`config.mk`:
```
export PLATFORM = sky130hd
export DESIGN_NAME = mem_arbiter_flat
export DESIGN_NICKNAME = d
export VERILOG_FILES = /design/src/rtl/mem_arbiter_pkg.sv /design/src/rtl/mem_arbiter_if.sv /design/src/rtl/mem_byte_seq.sv /design/src/rtl/mem_arbiter.sv /design/src/flat_wrapper.sv
export SDC_FILE = /design/constraint.sdc
export NUM_CORES = 1
export LEC_CHECK = 0
export ABC_CLOCK_PERIOD_IN_PS = 12700
export CORE_AREA = 2 2 180 182
export DETAILED_ROUTE_END_ITERATION = 7
export DIE_AREA = 0 0 182 184
export PLACE_DENSITY = 0.75
export SLEW_MARGIN = 10
export SYNTH_ARGS = -nofsm -noshare
export SYNTH_HDL_FRONTEND = slang
export SYNTH_SLANG_ARGS = --single-unit
```
`constraint.sdc`:
```
create_clock -name clkIn -period 12.7 [get_ports clkIn]
set_clock_uncertainty 0.15 [all_clocks]
set_input_delay 1.27 -clock clkIn [delete_from_list [all_inputs] [get_ports clkIn]]
set_output_delay 1.27 -clock clkIn [all_outputs]
set_load 0.1 [all_outputs]
```
`src/rtl/mem_arbiter_pkg.sv`:
```
// mem_arbiter_pkg: shared types, defaults and I/O size codes
// for the I/D-cache and uncached memory arbiter.
package mem_arbiter_pkg;

  localparam int DEF_BLOCK_WIDTH = 4;
  localparam int DEF_BLOCK_SIZE = 2 ** DEF_BLOCK_WIDTH;

  typedef enum logic [2:0] {
    IDLE,
    IC_RD,
    DC_RD,
    DC_WR,
    IO_RD,
    IO_WR,
    DONE
  } arbState_t;

  localparam logic [1:0] IO_BYTE = 2'b01;
  localparam logic [1:0] IO_HALF = 2'b10;
  localparam logic [1:0] IO_WORD = 2'b11;

  function automatic logic [2:0] ioBytes(
    input logic [1:0] size
  );
    case (size)
      IO_BYTE: return 3'd1;
      IO_HALF: return 3'd2;
      IO_WORD: return 3'd4;
      default: return 3'd1;
    endcase
  endfunction

endpackage

```
`src/rtl/mem_arbiter_if.sv`:
```
// mem_arbiter_if: requester and RAM bus bundle.
// slave = arbiter side, master = requesters/RAM side.
interface mem_arbiter_if
  import mem_arbiter_pkg::*;
#(
  parameter int BLOCK_WIDTH = DEF_BLOCK_WIDTH
);
  localparam int BLOCK_SIZE = 2 ** BLOCK_WIDTH;

  logic clearIn;
  logic icReq;
  logic [31-BLOCK_WIDTH:0] icAddr;
  logic dcReq;
  logic dcWrite;
  logic [31-BLOCK_WIDTH:0] dcAddr;
  logic [BLOCK_SIZE*8-1:0] dcWData;
  logic ioReq;
  logic ioWrite;
  logic [1:0] ioSize;
  logic [31:0] ioAddr;
  logic [31:0] ioWData;
  logic [7:0] memIn;
  logic [31:0] memAddr;
  logic [7:0] memOut;
  logic memWrite;
  logic icDone;
  logic dcDone;
  logic ioDone;
  logic [BLOCK_SIZE*8-1:0] blkData;
  logic [31:0] ioRData;

  modport slave (
    input clearIn, icReq, icAddr,
    input dcReq, dcWrite, dcAddr, dcWData,
    input ioReq, ioWrite, ioSize,
    input ioAddr, ioWData, memIn,
    output memAddr, memOut, memWrite,
    output icDone, dcDone, ioDone,
    output blkData, ioRData
  );

  modport master (
    output clearIn, icReq, icAddr,
    output dcReq, dcWrite, dcAddr, dcWData,
    output ioReq, ioWrite, ioSize,
    output ioAddr, ioWData, memIn,
    input memAddr, memOut, memWrite,
    input icDone, dcDone, ioDone,
    input blkData, ioRData
  );

endinterface

```
`src/rtl/mem_byte_seq.sv`:
```
// mem_byte_seq: byte counter, RAM address/data generation and
// read-capture buffer shared by every transfer state.
module mem_byte_seq #(
  parameter int DW = 128,
  parameter int CW = 5
) (
  input  logic          clkIn,
  input  logic          resetIn,
  input  logic          start,
  input  logic          active,
  input  logic          isWrite,
  input  logic [31:0]   base,
  input  logic [DW-1:0] wData,
  input  logic [CW-1:0] len,
  input  logic [7:0]    memIn,
  output logic [31:0]   memAddr,
  output logic [7:0]    memOut,
  output logic          memWrite,
  output logic          last,
  output logic [DW-1:0] rData
);
  localparam int IW = $clog2(DW);

  logic [CW-1:0] cnt;
  logic [CW-1:0] idx;
  logic [IW-1:0] wrLo;
  logic [IW-1:0] rdLo;
  logic drive;

  assign idx = cnt - 1'b1;
  assign wrLo = IW'({cnt, 3'b000});
  assign rdLo = IW'({idx, 3'b000});
  assign drive = active && (cnt < len);

  assign memWrite = drive && isWrite;
  assign memAddr = drive ? base + 32'(cnt) : '0;
  assign memOut = memWrite ? wData[wrLo +: 8] : '0;

  // Reads need one extra cycle for the RAM latency.
  assign last = active &&
    (cnt == (isWrite ? len - 1'b1 : len));

  always_ff @(posedge clkIn or negedge resetIn) begin
    if (!resetIn) begin
      cnt <= '0;
      rData <= '0;
    end else begin
      cnt <= active ? cnt + 1'b1 : '0;
      if (start)
        rData <= '0;
      else if (active && !isWrite && cnt != '0)
        rData[rdLo +: 8] <= memIn;
    end
  end

endmodule

```
`src/rtl/mem_arbiter.sv`:
```
// mem_arbiter: byte-serial RAM arbiter for IO > DC > IC.
// Define MEM_ARBITER_PERF_EN for busy/stall counters.
module mem_arbiter
  import mem_arbiter_pkg::*;
#(
  parameter int BLOCK_WIDTH = DEF_BLOCK_WIDTH
) (
  input logic clkIn,
  input logic resetIn,
`ifdef MEM_ARBITER_PERF_EN
  output logic [31:0] busyCycles,
  output logic [31:0] icStallCycles,
`endif
  mem_arbiter_if.slave bus
);
  localparam int BLOCK_SIZE = 2 ** BLOCK_WIDTH;
  localparam int DW = BLOCK_SIZE * 8;
  localparam int CW = BLOCK_WIDTH + 1;

  arbState_t state;
  arbState_t nextState;
  arbState_t opState;
  logic active;
  logic isWrite;
  logic start;
  logic last;
  logic [31:0] base;
  logic [DW-1:0] wData;
  logic [DW-1:0] rData;
  logic [CW-1:0] len;

  assign start = (state == IDLE) && (nextState != IDLE);

  always_ff @(posedge clkIn or negedge resetIn) begin
    if (!resetIn) begin
      state <= IDLE;
      opState <= IDLE;
    end else begin
      state <= nextState;
      if (start)
        opState <= nextState;
    end
  end

  always_comb begin
    nextState = state;
    unique case (state)
      IDLE:
        if (bus.ioReq)
          nextState = bus.ioWrite ? IO_WR : IO_RD;
        else if (bus.dcReq)
          nextState = bus.dcWrite ? DC_WR : DC_RD;
        else if (bus.icReq && !bus.clearIn)
          nextState = IC_RD;
      IC_RD:
        if (bus.clearIn)
          nextState = IDLE;
        else if (last)
          nextState = DONE;
      DONE:
        nextState = IDLE;
      default:
        if (last)
          nextState = DONE;
    endcase
  end

  always_comb begin
    active = 1'b0;
    isWrite = 1'b0;
    base = '0;
    wData = '0;
    len = '0;
    unique case (state)
      IC_RD: begin
        active = 1'b1;
        base = {bus.icAddr, {BLOCK_WIDTH{1'b0}}};
        len = CW'(BLOCK_SIZE);
      end
      DC_RD, DC_WR: begin
        active = 1'b1;
        isWrite = (state == DC_WR);
        base = {bus.dcAddr, {BLOCK_WIDTH{1'b0}}};
        wData = bus.dcWData;
        len = CW'(BLOCK_SIZE);
      end
      IO_RD, IO_WR: begin
        active = 1'b1;
        isWrite = (state == IO_WR);
        base = bus.ioAddr;
        wData = DW'(bus.ioWData);
        len = CW'(ioBytes(bus.ioSize));
      end
      default: ;
    endcase
  end

  assign bus.icDone = (state == DONE) &&
    (opState == IC_RD);
  assign bus.dcDone = (state == DONE) &&
    (opState == DC_RD || opState == DC_WR);
  assign bus.ioDone = (state == DONE) &&
    (opState == IO_RD || opState == IO_WR);
  assign bus.blkData = rData;
  assign bus.ioRData = rData[31:0];

  mem_byte_seq #(
    .DW(DW),
    .CW(CW)
  ) uSeq (
    .clkIn(clkIn),
    .resetIn(resetIn),
    .start(start),
    .active(active),
    .isWrite(isWrite),
    .base(base),
    .wData(wData),
    .len(len),
    .memIn(bus.memIn),
    .memAddr(bus.memAddr),
    .memOut(bus.memOut),
    .memWrite(bus.memWrite),
    .last(last),
    .rData(rData)
  );

`ifdef MEM_ARBITER_PERF_EN
  always_ff @(posedge clkIn or negedge resetIn) begin
    if (!resetIn) begin
      busyCycles <= '0;
      icStallCycles <= '0;
    end else begin
      if (state != IDLE)
        busyCycles <= busyCycles + 1'b1;
      if (bus.icReq && state != IC_RD)
        icStallCycles <= icStallCycles + 1'b1;
    end
  end
`endif

endmodule

```
`src/flat_wrapper.sv`:
```
// flat-port wrapper written by rule: the top's interface ports become plain ports
module mem_arbiter_flat import mem_arbiter_pkg::*;
#(
  parameter int BLOCK_WIDTH = DEF_BLOCK_WIDTH
)
  (clkIn, resetIn, bus_clearIn, bus_icReq, bus_icAddr, bus_dcReq, bus_dcWrite, bus_dcAddr, bus_dcWData, bus_ioReq, bus_ioWrite, bus_ioSize, bus_ioAddr, bus_ioWData, bus_memIn, bus_memAddr, bus_memOut, bus_memWrite, bus_icDone, bus_dcDone, bus_ioDone, bus_blkData, bus_ioRData);
  mem_arbiter_if #(.BLOCK_WIDTH(BLOCK_WIDTH)) bus_i ();
  input logic clkIn;
  input logic resetIn;
  input wire logic [$bits(bus_i.clearIn)-1:0] bus_clearIn;
  input wire logic [$bits(bus_i.icReq)-1:0] bus_icReq;
  input wire logic [$bits(bus_i.icAddr)-1:0] bus_icAddr;
  input wire logic [$bits(bus_i.dcReq)-1:0] bus_dcReq;
  input wire logic [$bits(bus_i.dcWrite)-1:0] bus_dcWrite;
  input wire logic [$bits(bus_i.dcAddr)-1:0] bus_dcAddr;
  input wire logic [$bits(bus_i.dcWData)-1:0] bus_dcWData;
  input wire logic [$bits(bus_i.ioReq)-1:0] bus_ioReq;
  input wire logic [$bits(bus_i.ioWrite)-1:0] bus_ioWrite;
  input wire logic [$bits(bus_i.ioSize)-1:0] bus_ioSize;
  input wire logic [$bits(bus_i.ioAddr)-1:0] bus_ioAddr;
  input wire logic [$bits(bus_i.ioWData)-1:0] bus_ioWData;
  input wire logic [$bits(bus_i.memIn)-1:0] bus_memIn;
  output wire logic [$bits(bus_i.memAddr)-1:0] bus_memAddr;
  output wire logic [$bits(bus_i.memOut)-1:0] bus_memOut;
  output wire logic [$bits(bus_i.memWrite)-1:0] bus_memWrite;
  output wire logic [$bits(bus_i.icDone)-1:0] bus_icDone;
  output wire logic [$bits(bus_i.dcDone)-1:0] bus_dcDone;
  output wire logic [$bits(bus_i.ioDone)-1:0] bus_ioDone;
  output wire logic [$bits(bus_i.blkData)-1:0] bus_blkData;
  output wire logic [$bits(bus_i.ioRData)-1:0] bus_ioRData;
  assign bus_i.clearIn = bus_clearIn;
  assign bus_i.icReq = bus_icReq;
  assign bus_i.icAddr = bus_icAddr;
  assign bus_i.dcReq = bus_dcReq;
  assign bus_i.dcWrite = bus_dcWrite;
  assign bus_i.dcAddr = bus_dcAddr;
  assign bus_i.dcWData = bus_dcWData;
  assign bus_i.ioReq = bus_ioReq;
  assign bus_i.ioWrite = bus_ioWrite;
  assign bus_i.ioSize = bus_ioSize;
  assign bus_i.ioAddr = bus_ioAddr;
  assign bus_i.ioWData = bus_ioWData;
  assign bus_i.memIn = bus_memIn;
  assign bus_memAddr = bus_i.memAddr;
  assign bus_memOut = bus_i.memOut;
  assign bus_memWrite = bus_i.memWrite;
  assign bus_icDone = bus_i.icDone;
  assign bus_dcDone = bus_i.dcDone;
  assign bus_ioDone = bus_i.ioDone;
  assign bus_blkData = bus_i.blkData;
  assign bus_ioRData = bus_i.ioRData;
  mem_arbiter #(.BLOCK_WIDTH(BLOCK_WIDTH)) u_core (.clkIn(clkIn), .resetIn(resetIn), .bus(bus_i));
endmodule
```
* Word level (Yosys, flattened, before mapping)
Index checks and enable logic that the tools add are counted. W data, S select, Z words.
Word-level totals: flip-flop bits (word level) 139, input bits 266
Operators by class: add/sub/neg operators 5, magnitude comparators 1, equality and inequality tests 14, shift-type cells 3, mux-type cells 21, reduce and logical (&&, ||, !) cells 22
Operators by type and width (count):
- $mux W128 | 2
- $pmux W128 S2 | 1
- $bwmux W128 | 1
- $shift A8 B9 Y128 const A | 1
- $shiftx A128 B8 Y8 | 1
- $shiftx A8 B9 Y128 | 1
- $pmux W32 S3 | 1
- $add A32 B5 Y32 | 1
- $mux W32 | 1
- $eq A3 B3 Y1 const B | 5
- $mux W3 | 5
- $eq A3 B2 Y1 const B | 4
- $logic_and A1 B1 Y1 | 10
- $mux W5 | 2
- $pmux W5 S2 | 1
- $neg A7 Y9 | 1
- $pmux W3 S3 | 1
- $mux W8 | 1
- $eq A3 B1 Y1 const B | 2
- $pmux W3 S2 | 1
- $add A5 B1 Y5 const B | 1
- $eq A5 B5 Y1 | 1
- $lt A5 B5 Y1 | 1
- $reduce_bool A5 Y1 | 1
- 13 further kinds | 19

* Longest topological paths before layout
Gate-level depths: netlist of the first run.
depth after elaboration 13, depth in mapped cells 19, mapped depth without buffers 13

* Cells and area by module
Synthesis of the first run repeated with hierarchy kept, for this count alone.
Second synthesis, totals: cell total of the unflattened synthesis 996, area total of the unflattened synthesis 9794.4 sq um
By module, submodules not included:
- mem_byte_seq | instances 1, cells an instance 661, area an instance 7508.5 sq um
- mem_arbiter | instances 1, cells an instance 335, area an instance 2285.9 sq um

* Worst setup path before layout of the first run
OpenSTA, ideal clock, no wires.
path kind register to output, from register u_core.state[1], to output port bus_memAddr[22], arrival time 5.583 ns, required time 11.280 ns, setup slack 5.697 ns, cell stages (with the launch flop) 19, path buffers 7, cell sequence dfrtp_1 -> buf_6 -> inv_1 -> ha_1 -> buf_4 -> buf_6 -> buf_2 -> clkbuf_1 -> clkbuf_1 -> and3_1 -> ha_1 -> fa_1 -> a21o_1 -> a21o_1 -> a21oi_1 -> nor4b_2 -> buf_2 -> a21boi_0 -> a211oi_1
On the way: word-level cells in the longest chain between the ends 6
RTL lines:
- start, declared | RTL line mem_arbiter.sv:20 | arbState_t state;
- start signal, assigned | RTL line mem_arbiter.sv:39 | state <= nextState;
- branches (longest 5 deep; another with $add A32 B5 Y32)
- $mux W32 (*) | RTL line mem_byte_seq.sv:36 | assign memAddr = drive ? base + 32'(cnt) : '0;
- end, declared | RTL line flat_wrapper.sv:23 | output wire logic [$bits(bus_i.memAddr)-1:0] bus_memAddr;
Mark *: on every way between the ends.

* Final worst setup path of the first run
from register u_core.state[1], to output port bus_memOut[2]
On the way: word-level cells in the longest chain between the ends 7
RTL lines:
- branches (longest 6 deep; another with $pmux W128 S2)
- $mux W8 (*) | RTL line mem_byte_seq.sv:37 | assign memOut = memWrite ? wData[wrLo +: 8] : '0;
- end, declared | RTL line flat_wrapper.sv:24 | output wire logic [$bits(bus_i.memOut)-1:0] bus_memOut;
Marks and branches as above.

==> run metrics, run 1 <==
clock slew at reported path FFs=0.06 ns; Leak Pwr=6.69 nW; max-slew violations=0; Finish-stage setup viols=0; TritonRoute pass-1 iters=5; YS warnings=0; Seq/Total Area, Yosys=35.3%; Synth area leader=dfrtp_1; clk_lat worst skew=0.42 ns; Resized Gates After CTS=0; Util after Layout=48.2%; Synth Cell Area=9860 um2; top_reg_cell synth=dfrtp_1; post-synthesis cell type count=68; IO buf count=469; Fill cells=2978; DIE AREA=33500 um2; Core ar.=31400 um2; WP buf/inv=5; H-tree depth=4; clock sink count=139; global router's overall resource usage=23.0%; top cells by area, synth=dfrtp_1 35%, mux2i_1 14%, nor2_1 5.6%; Slowest cell on crit path=clkdlybuf4s50_1; P&R area growth vs syn=53.5%; pwr dens=234 nW/um2; share of layout cells above drive strength 1=6.04%; worst vdd ir=0.000248 V; most frequent CP cell=inv_1; XOR/XNOR Fraction of Synth Area=2.49%; max incr delay on CP=1.16 ns; number of CTS-inserted buffers=17; outcome=finished clean; Worst setup SP type=register; crit share post-route=60.0%; final-report hold violation count=0; Slew @ Worst Pin=1.07 ns; Post-Syn Instances=1073; CP Max Fanout=84; design area=15100 um2; Synth Area per Inst=9.19 um2; first-pass GRT wire length=59.4 mm; Max Fclk=131 MHz; Compound-Gate Fraction of Synth Area=14.5%; top-area cell type share of the netlist area=35.3%; Post-DP HPWL=30.4 mm; RSZ-0062 raised after global routing=no; Area after DPL=14500 um2; Final Critical Period=7.63 ns; WL/cell=21.2 um; TNS Setup=0 ns; die height=184 um; Synth Area in Simple Gates=18.9%; antenna-violating nets left=0; Rel. slew slack=28.8%; maximum capacitance violations=0; fraction of registers with async set/reset=100%; hold crit path type=reg -> reg; vias in the first global route=10300; GPL Wtd Cong=1.03; CTS tree=done; Hold WS=0.347 ns; I/O Pins=470; setup repair bufs after CTS=0; WP data arrival=6.21 ns; CP top delay family=buffers and inverters; combinational family with the most area after synthesis=multiplexers; Critical Path Sink Type=primary output; EDFF count, synth=0; Residual DRC=0; crit-path cells=inv_1 > ha_2 > buf_4 > inv_1 > ha_1 > nor4bb_1 > inv_1 > ha_1 > a21boi_0 > o21ai_0 > nand2_1 > a211o_1 > or2_2 > nor2_1 > clkdlybuf4s50_1; Post-Route WL=39.7 mm; mux cell area share after synthesis=19.6%; nets@finish=1745; initial drt markers=639; Starting Density=31.4%; row cnt=65; Root Driver=clkbuf_16; number of antenna violations at the first check in global routing=1; # hold bufs at CTS=0; Yosys reg bits=139; number of vias per cell=5.33; CP Class=reg -> out; vias post-DR=10000; clk buf depth=2; total grt overflow=0; Post-Synth Adder-Cell Area=2.49%; Die X=182 um; CP required=11.28 ns; largest net degree at the start of global routing=85; Synthesized Nets=1358
cells in the mapped netlist (7+ instances only):
library cell,count
nor2_1,146
dfrtp_1,139
mux2i_1,139
nand2_1,124
clkbuf_1,48
a21oi_1,41
buf_4,34
a221oi_1,30
o21ai_0,30
and2_1,25
mux4_2,24
nor3_1,24
a22oi_1,19
ha_1,18
nand3_1,17
inv_1,16
xnor2_1,15
a22o_1,14
xor2_1,13
buf_1,12
buf_2,10
nor2b_1,9
o22ai_1,8
and3_1,7
nand4_1,7
layout by cell type, fill, tap and decap left out, types with 7 or more instances in the layout:
cell / n
o22ai_1: 8
nand3_1: 17
nor2_1: 146
inv_1: 16
mux4_2: 24
mux2i_1: 139
nor3_1: 24
o21ai_0: 30
a22o_1: 14
xor2_1: 13
a221oi_1: 30
nand4_1: 7
clkbuf_16: 17
nand2_1: 124
nor2b_1: 9
buf_4: 10
a21oi_1: 41
clkdlybuf4s50_1: 467
a22oi_1: 19
dfrtp_1: 137
ha_1: 16
and2_1: 25
and3_1: 7
xnor2_1: 15
layer usage:
| metal | share of wire, % | GRT usage, % | vias up | routed length [um] |
|---|---|---|---|---|
| met5 | 0 | 0 | - | 0 |
| met4 | 3.1 | 8.26 | 0 | 1250 |
| li1 | - | - | 4608 | - |
| met3 | 9.9 | 7.45 | 69 | 3920 |
| met2 | 47 | 38.7 | 489 | 18700 |
| met1 | 40 | 27.5 | 4841 | 15900 |
cell families after synthesis:
logic type	count (synthesis)
simple gates	397
compound gates	201
mux	163
flops	139
buf+inv	126
xor+xnor	28
fa+ha+maj	19
report_power, final:
group	switching (mW)	total (mW)	leakage [nW]	internal [mW]
registers	0.0870	0.607	1.92	0.520
clock network	0.221	0.505	0.286	0.284
logic	1.73	2.42	4.48	0.691
area by class of cell:
type	instances	area, um2	area share, %
tap	402	503	3.32
clock buffer	18	439	2.90
sequential	139	3480	23.0
multi-input combinational	808	5740	37.9
inverter	16	60.1	0.397
timing repair buffer	478	4760	31.5
clock inverter	14	151	1.00
antenna	1	2.50	0.0165
flip-flops by register name, indices dropped and copies added (netlist names):
register           cells
u_core.uSeq.rData    128
u_core.uSeq.cnt        5
u_core.opState         3
u_core.state           3
stage by stage:
stage	worst slack [ns]	std cells	power (mW)
after floorplan	5.70	1073	2.44
after global placement	5.73	1843	3.01
after detailed placement	5.50	1843	3.03
after CTS	5.03	1875	3.55
after global routing	4.62	1876	3.72
final	5.07	1876	3.54
worst paths after layout:
kind / from / end / slack [ns] / cells after the start
min in group asynchronous: resetIn / u_core.uSeq.rData[40] / 0.68 / 1
setup / recovery: u_core.state[1] / bus_memOut[2] / 5.07 / 15
hold reg to reg: u_core.opState[0] / u_core.opState[0] / 0.35 / 1
max in group asynchronous: resetIn / u_core.uSeq.cnt[1] / 10.23 / 2
setup reg to reg: u_core.state[1] / u_core.uSeq.rData[97] / 8.03 / 10
hold / removal: u_core.opState[0] / u_core.opState[0] / 0.35 / 1
No activity file was read; power rests on OpenSTA's default activity.
==> run 2, diff against run 1 <==
Settings changed: ABC_CLOCK_PERIOD_IN_PS 12700 to 7350, CORE_AREA 2 2 180 182 to 2 2 181 183, DIE_AREA 0 0 182 184 to 0 0 183 185.
Clock period 12.7 ns to 7.35 ns, I/O delays scaled along.
==> run 2 against run 1 <==
- sequential power up 76%
- first-iteration DRC count down 2.5%
- routed wire length up 2.5%
- global-route usage about the same
- critical endpoint is now bus_memAddr[21]
- cell count up 0.37%
- count of clock-buffer cells in the layout unchanged
- critical path depth down 2
- via count up 0.37%
- flip-flop and latch count unchanged
- combinational power up 71%
- non-clock buffer count up 2
==> run metrics, run 2 (synthesis results as in run 1) <==
outcome=finished clean; Die X=183 um; CTS tree=done; clock sink count=139; worst setup slack after layout=1.15 ns; most common cell after layout, fill and taps aside=clkdlybuf4s50_1; IO buf count=469; vias in the first global route=10300; crit share post-route=84.3%; share of layout cells above drive strength 1=8.47%; Post-DP HPWL=30.6 mm; CP Class=reg -> out; P&R area growth vs syn=52.7%; pwr dens=403 nW/um2; R2R Setup Slk=2.68 ns; design area=15100 um2; maximum capacitance violations=0; die height=185 um; worst reg2reg path depth=8; Core ar.=32000 um2; Max Fclk=161 MHz; # hold bufs at CTS=0; worst vdd ir=0.000394 V; area of the multi-input gates=5740 um2; clock slew at reported path FFs=0.07 ns; Post-Route WL=40.7 mm; Critical Path Sink Type=primary output; Post-Layout Cell Count=1883; number of vias per cell=5.33; vias post-DR=10000; clk buf depth=2; Leak Pwr=6.76 nW; hold crit path type=in -> async; Hold WS=0.139 ns; Regs by FF count=u_core.uSeq.rData: 128 flops, u_core.uSeq.cnt: 5 flops; clk_lat worst skew=0.43 ns; max-slew violations=0; Fill cells=3031; sequential cell area=3480 um2; number of CTS-inserted buffers=17; CP Max Fanout=68; CP required=6.46 ns; global router's overall resource usage=23.0%; setup repair bufs after CTS=0; n_diodes=0; number of flip-flops in the largest register=128; Finish-stage setup viols=0; Biggest register=u_core.uSeq.rData; WP data arrival=5.31 ns; Place WS=1.61 ns; RSZ-0062 raised after global routing=no; Final Critical Period=6.20 ns; Root Driver=clkbuf_16; I/O Pins=470; number of antenna violations at the first check in global routing=3; met3 WL=3.87 mm; Placed Cells=1851; Slew @ Worst Pin=1.16 ns; commonest cells after routing, fill and taps aside=433 x clkdlybuf4s50_1, 146 x nor2_1, 139 x mux2i_1, 137 x dfrtp_1, 124 x nand2_1; Starting Density=30.8%; DIE AREA=33900 um2; Worst Setup SP=u_core.state[1]; worst r2r src=u_core.uSeq.cnt[0]; first-pass GRT wire length=60.0 mm; final-report hold violation count=0; Rel. slew slack=22.0%; total grt overflow=0; nets@finish=1747; Residual DRC=0; Area after DPL=14500 um2; antenna-violating nets left=0; Worst setup SP type=register; Highest Signal Layer=met5; RR Endpoint=u_core.uSeq.rData[99]; WL/cell=21.6 um; initial drt markers=623; H-tree depth=4; GPL Wtd Cong=0.927; Resized Gates After CTS=0; met2 wire len=19.3 mm; TritonRoute pass-1 iters=5; TNS Setup=0 ns; largest net degree at the start of global routing=81; row cnt=66; Post-Route M1 WL=16.8 mm
[run 2: power breakdown]
group | internal [mW] | leakage (nW) | switching [mW] | total (mW)
Sequential | 0.899 | 1.92 | 0.166 | 1.07
Clock | 0.483 | 0.278 | 0.372 | 0.855
Combinational | 1.19 | 4.56 | 2.96 | 4.14
[run 2: worst max path at each step]
stage                       to  slack [ns]  depth (start not counted)
2_1_floorplan  bus_memAddr[22]        0.88                         18
3_3_place_gp   bus_memAddr[21]        1.78                         13
3_5_place_dp   bus_memAddr[21]        1.61                         13
4_1_cts        bus_memAddr[21]        1.17                         13
5_1_grt        bus_memAddr[19]        0.84                         13
6_report       bus_memAddr[21]        1.15                         13
[run 2: final cells by class]
type	instances	share of cell area (%)
flip-flops and latches	139	23.1
clock buffers	18	2.92
clock inverters	14	0.914
well taps	408	3.39
repair buffers	480	31.2
inverters	16	0.399
multi-input cells	808	38.1
[run 2: through the flow]
stage,power [mW],util [%]
after global routing,6.37,47.0
after floorplan,4.21,-
after CTS,6.08,47.0
final,6.06,47.0
after detailed placement,5.20,45.2
after global placement,5.16,45.2
[run 2: critical path, cell delays in order (launching register included)]
cell and delay (ns):
dfrtp_1 0.52, inv_1 0.26, ha_2 0.41, buf_4 0.63
a22o_1 0.28, nand2_1 0.06, a2bb2oi_1 0.18, ha_1 0.19
a21oi_1 0.16, nor3_2 0.56, nand4_1 0.19, xor2_1 0.20
nor2_1 0.09, clkdlybuf4s50_1 1.14
[run 2: metal layers]
| layer | vias up | global-route usage (%) |
|---|---|---|
| li1 | 4609 | - |
| met1 | 4898 | 29.0 |
| met2 | 479 | 38.1 |
| met3 | 52 | 7.51 |
| met4 | 6 | 5.50 |
| met5 | - | 0 |
==> run 3, diff against run 2 <==
Settings changed: ABC_CLOCK_PERIOD_IN_PS 7350 to 6500.
Clock period 7.35 ns to 6.5 ns, I/O delays scaled along.
==> run 3 against run 2 <==
- flip-flop and latch count did not move
- clock power grew 16%
- sequential share of layout area about the same
- hold slack worse by 0.025 ns
- routed wire length decreased by 0.23%
- power rose by 13%
- non-clock buffer count is 1 lower
- cell area about the same
- core utilization is essentially flat
- first-iteration DRC count fell by 12%
- critical path type unchanged
- die area unchanged
==> run metrics, run 3 (synthesis results as in run 1) <==
global router's overall resource usage=22.9%; antenna-violating nets left=0; Worst setup SP type=register; setup repair bufs after CTS=0; most frequent CP cell=inv_1; pwr dens=457 nW/um2; Biggest register=u_core.uSeq.rData; row cnt=66; number of vias per cell=5.35; WL/cell=21.6 um; max-slew violations=0; RSZ-0062 raised after global routing=no; largest net degree at the start of global routing=82; combinational fraction of design power=68.2%; TritonRoute pass-1 iters=6; CP Class=reg -> out; Post-Layout Cell Count=1882; max incr delay on CP=0.66 ns; area of the multi-input gates=5740 um2; outcome=finished clean; share of layout cells above drive strength 1=8.75%; Regs by FF count=u_core.uSeq.rData: 128 flops, u_core.uSeq.cnt: 5 flops; Resized Gates After CTS=0; Core ar.=32000 um2; H-tree depth=4; Post-Route WL=40.7 mm; DIE AREA=33900 um2; Placed Cells=1850; most common cell after layout, fill and taps aside=clkdlybuf4s50_1; Max Fclk=178 MHz; CP top delay family=simple AND/OR/NAND/NOR gates; maximum capacitance violations=0; switch share=57.3%; clk buf depth=2; CTS tree=done; clock sink count=139; RR Endpoint=u_core.uSeq.rData[102]; number of CTS-inserted buffers=17; Slew @ Worst Pin=1.15 ns; first-pass GRT wire length=59.9 mm; P&R area growth vs syn=52.6%; Flop pwr share=17.4%; number of flip-flops in the largest register=128; Post-DP HPWL=30.8 mm; Hold WS=0.114 ns; vias post-DR=10100; Leak Pwr=6.77 nW; Rel. slew slack=22.5%; crit share post-route=86.3%; Root Driver=clkbuf_16; IO buf count=469; Finish-stage setup viols=0; Slowest cell on crit path=a211o_1; Starting Density=30.8%; n_diodes=0; GPL Wtd Cong=0.935; total grt overflow=0; Fill cells=2943; nets@finish=1746; final-report hold violation count=0; R2R Setup Slk=1.94 ns; initial drt markers=548; clk_lat worst skew=0.42 ns; CP Max Fanout=33; Sw Pwr=3.94 mW; worst r2r src=u_core.uSeq.cnt[0]; clock slew at reported path FFs=0.06 ns; # hold bufs at CTS=0; vias in the first global route=10100; sequential cell area=3480 um2; Internal Pwr Total=2.94 mW; WP buf/inv=4; worst vdd ir=0.000427 V; die height=185 um; Final Critical Period=5.61 ns; clock power share=14.4%; number of antenna violations at the first check in global routing=3; hold crit path type=in -> async; crit-path cells=inv_1 > ha_2 > inv_1 > ha_1 > nor4bb_1 > inv_1 > ha_1 > a21boi_0 > o21ai_0 > nand2_1 > a211o_1 > or2_2 > nor2_1 > buf_4; TNS Setup=0 ns; Critical Path Sink Type=primary output; WP data arrival=4.81 ns; Residual DRC=0; worst reg2reg path depth=9; CP required=5.70 ns; Die X=183 um; I/O Pins=470; commonest cells after routing, fill and taps aside=427 x clkdlybuf4s50_1, 146 x nor2_1, 139 x mux2i_1, 137 x dfrtp_1, 124 x nand2_1
-- run 3: changes by cell type in the layout (fill, tap and decap cells not counted) --
cell	change
clkdlybuf4s50_1	-6
inv_6	-1
buf_4	+5
inv_8	-2
clkbuf_8	+1
clkbuf_1	+1
bufinv_16	+1
-- run 3: worst max-delay path by stage --
| stage | end | from | depth (start not counted) |
|---|---|---|---|
| CTS | bus_memOut[5] | u_core.state[1] | 14 |
| global placement | bus_memOut[0] | u_core.state[1] | 14 |
| finish | bus_memOut[1] | u_core.state[1] | 14 |
| global route | bus_memOut[1] | u_core.state[1] | 14 |
| detailed placement | bus_memOut[5] | u_core.state[1] | 14 |
| floorplan | bus_memAddr[22] | u_core.state[1] | 18 |
-- run 3: worst reg2reg max path: stages (launching register included) --
cell and delay [ns]:
dfrtp_2 0.77, inv_1 0.50, ha_1 0.62, nand2_1 0.15, o22ai_1 0.22, a211oi_1 0.18
nor4b_2 0.54, nor2b_1 0.92, mux2i_1 0.29, nor2_1 0.06
-- run 3: metal layers --
metal  track usage [%]  wire, um  up-vias
met5                 0        31        -
met4              6.27       816        6
met3              6.31      3730       60
met1              29.1     16600     4936
li1                  -         -     4591
met2              38.4     19500      478
-- run 3: power groups by stage --
stage               clock, mW  sequential, mW  combinational [mW]
finish                  0.990            1.20                4.69
global route             1.04            1.22                4.96
CTS                      1.01            1.20                4.70
detailed placement          0            1.21                4.68
global placement            0            1.20                4.65
floorplan                   0            2.04                2.72
-- run 3: through the flow --
step	cell area [um2]	setup slack, ns	util, %	total power [mW]
2_1_floorplan	9860	0.117	-	4.76
3_3_place_gp	14500	1.47	45.1	5.85
3_5_place_dp	14500	1.39	45.1	5.89
4_1_cts	15000	0.935	47.0	6.91
5_1_grt	15000	0.462	47.0	7.23
6_report	15000	0.893	47.0	6.87
-- run 3: cell type report --
| class | count | area share, % |
|---|---|---|
| sequential | 139 | 23.1 |
| clock inverter | 12 | 0.906 |
| inverter | 16 | 0.399 |
| multi-input combinational | 808 | 38.1 |
| tap | 408 | 3.39 |
| clock buffer | 20 | 3.03 |
| timing repair buffer | 479 | 31.0 |
==> edit (config.mk and constraints of run 2) <==
Change the package constant `DEF_BLOCK_WIDTH` from 4 to 3.
--- a/src/rtl/mem_arbiter_pkg.sv
+++ b/src/rtl/mem_arbiter_pkg.sv
@@ -2,7 +2,7 @@
 // for the I/D-cache and uncached memory arbiter.
 package mem_arbiter_pkg;
 
-  localparam int DEF_BLOCK_WIDTH = 4;
+  localparam int DEF_BLOCK_WIDTH = 3;
   localparam int DEF_BLOCK_SIZE = 2 ** DEF_BLOCK_WIDTH;
 
   typedef enum logic [2:0] {
Interface: changed (resized bus_blkData, bus_dcAddr, bus_dcWData and bus_icAddr); port bits go from 470 to 344. The function was not compared with the original's and may differ.
==> edit against run 2 <==
Total power fell by 26%; final area is 33% lower; critical path depth up 3; worst setup slack got worse by 0.48 ns; sequential cell count is 65 lower; routed wire length shrank 31%; non-clock buffer count fell by 129; area after synthesis is 36% lower; critical path type unchanged; critical endpoint is now bus_memAddr[31]; largest cell class unchanged; largest power group unchanged.
==> edit: results <==
[run_status]
outcome = "complete, no violations"

[logic_synthesis]
syn_avg_cell_area_sq_um = 7.848
muxShareOfSynthArea_pct = 5.689
ys_seq_area_share_pct = 29.24
synth_adder_area_share_pct = 3.674
synth_compound_area_share_pct = 24.02

[critical_path]
r2r_end = "u_core.uSeq.rData[3]"
arrival_ns = 5.80
crit_path_end = "bus_memAddr[31]"
crit_path_max_fanout = 41

[global_route]
grt_usage_pct = 15.75
antenna_found_initial = 1
grt_pass1_vias = 7126
gr-usage-met1_pct = 18.26

[clock_tree]
clk_latency_ns = 0.34
cts_buffers = 9

[drt]
avgViaCountPerCell = 4.917
routed_wl_um = 28110

[finish]
largestRegisters = "u_core.uSeq.rData: 64 flops, u_core.uSeq.cnt: 4 flops"
nNetsFinal = 1284

[placed_design]
placedCellCount = 1459
portBuffers = 343
dp_hpwl_um = 21770

[min_path]
min_path_type = "register to register"

[pwr]
power.leakage_nw = 3.891

[sta]
setup_slack_ns = 0.6698
relSlewSlack_pct = 20.18
edit: cell types whose count changed after synthesis, moves of 16 or more:
cell     change
o21ai_0     -17
nand2_1     -61
a21oi_1     +42
mux4_2      -16
nor2_1      -64
nand3_1     +55
dfrtp_1     -65
mux2i_1    -121
edit: worst min path at each step:
stage               slack [ns]  cells after the start                   from                     to
floorplan                 0.29                      0                resetIn      u_core.opState[0]
global placement          0.36                      2  u_core.uSeq.rData[35]  u_core.uSeq.rData[35]
detailed placement        0.36                      2  u_core.uSeq.rData[45]  u_core.uSeq.rData[45]
CTS                       0.37                      2  u_core.uSeq.rData[45]  u_core.uSeq.rData[45]
global route              0.39                      2  u_core.uSeq.rData[45]  u_core.uSeq.rData[45]
finish                    0.37                      2  u_core.uSeq.rData[45]  u_core.uSeq.rData[45]
edit: logic make-up after synthesis:
kind of cell               after synthesis
DFF                                     74
and+or+nand+nor                        314
xor gates and xnor gates                23
muxes                                   26
AOI/OAI and AO/OA                      223
buffers and inverters                  129
adders and majority gates               18
edit: layout make-up:
class	count	area, sq um
Inverter	22	82.58
Antenna cell	1	2.502
Multi-Input combinational cell	604	3871
Timing Repair Buffer	351	3456
Clock inverter	7	85.08
Fill cell	3344	21950
Clock buffer	9	225.2
Sequential cell	74	1853
Tap cell	408	510.5
edit: routing by layer:
| metal | vias to the layer above | share of wire [%] |
|---|---|---|
| met5 | - | 0 |
| met2 | 371 | 49 |
| li1 | 3425 | - |
| met3 | 51 | 8.7 |
| met1 | 3410 | 40 |
| met4 | 0 | 2.6 |
edit: power breakdown:
group,leakage (nW),switching (mW),internal [mW]
logic,2.73,2.44,0.922
clock network,0.147,0.195,0.270
registers,1.01,0.123,0.509
total,3.89,2.76,1.70
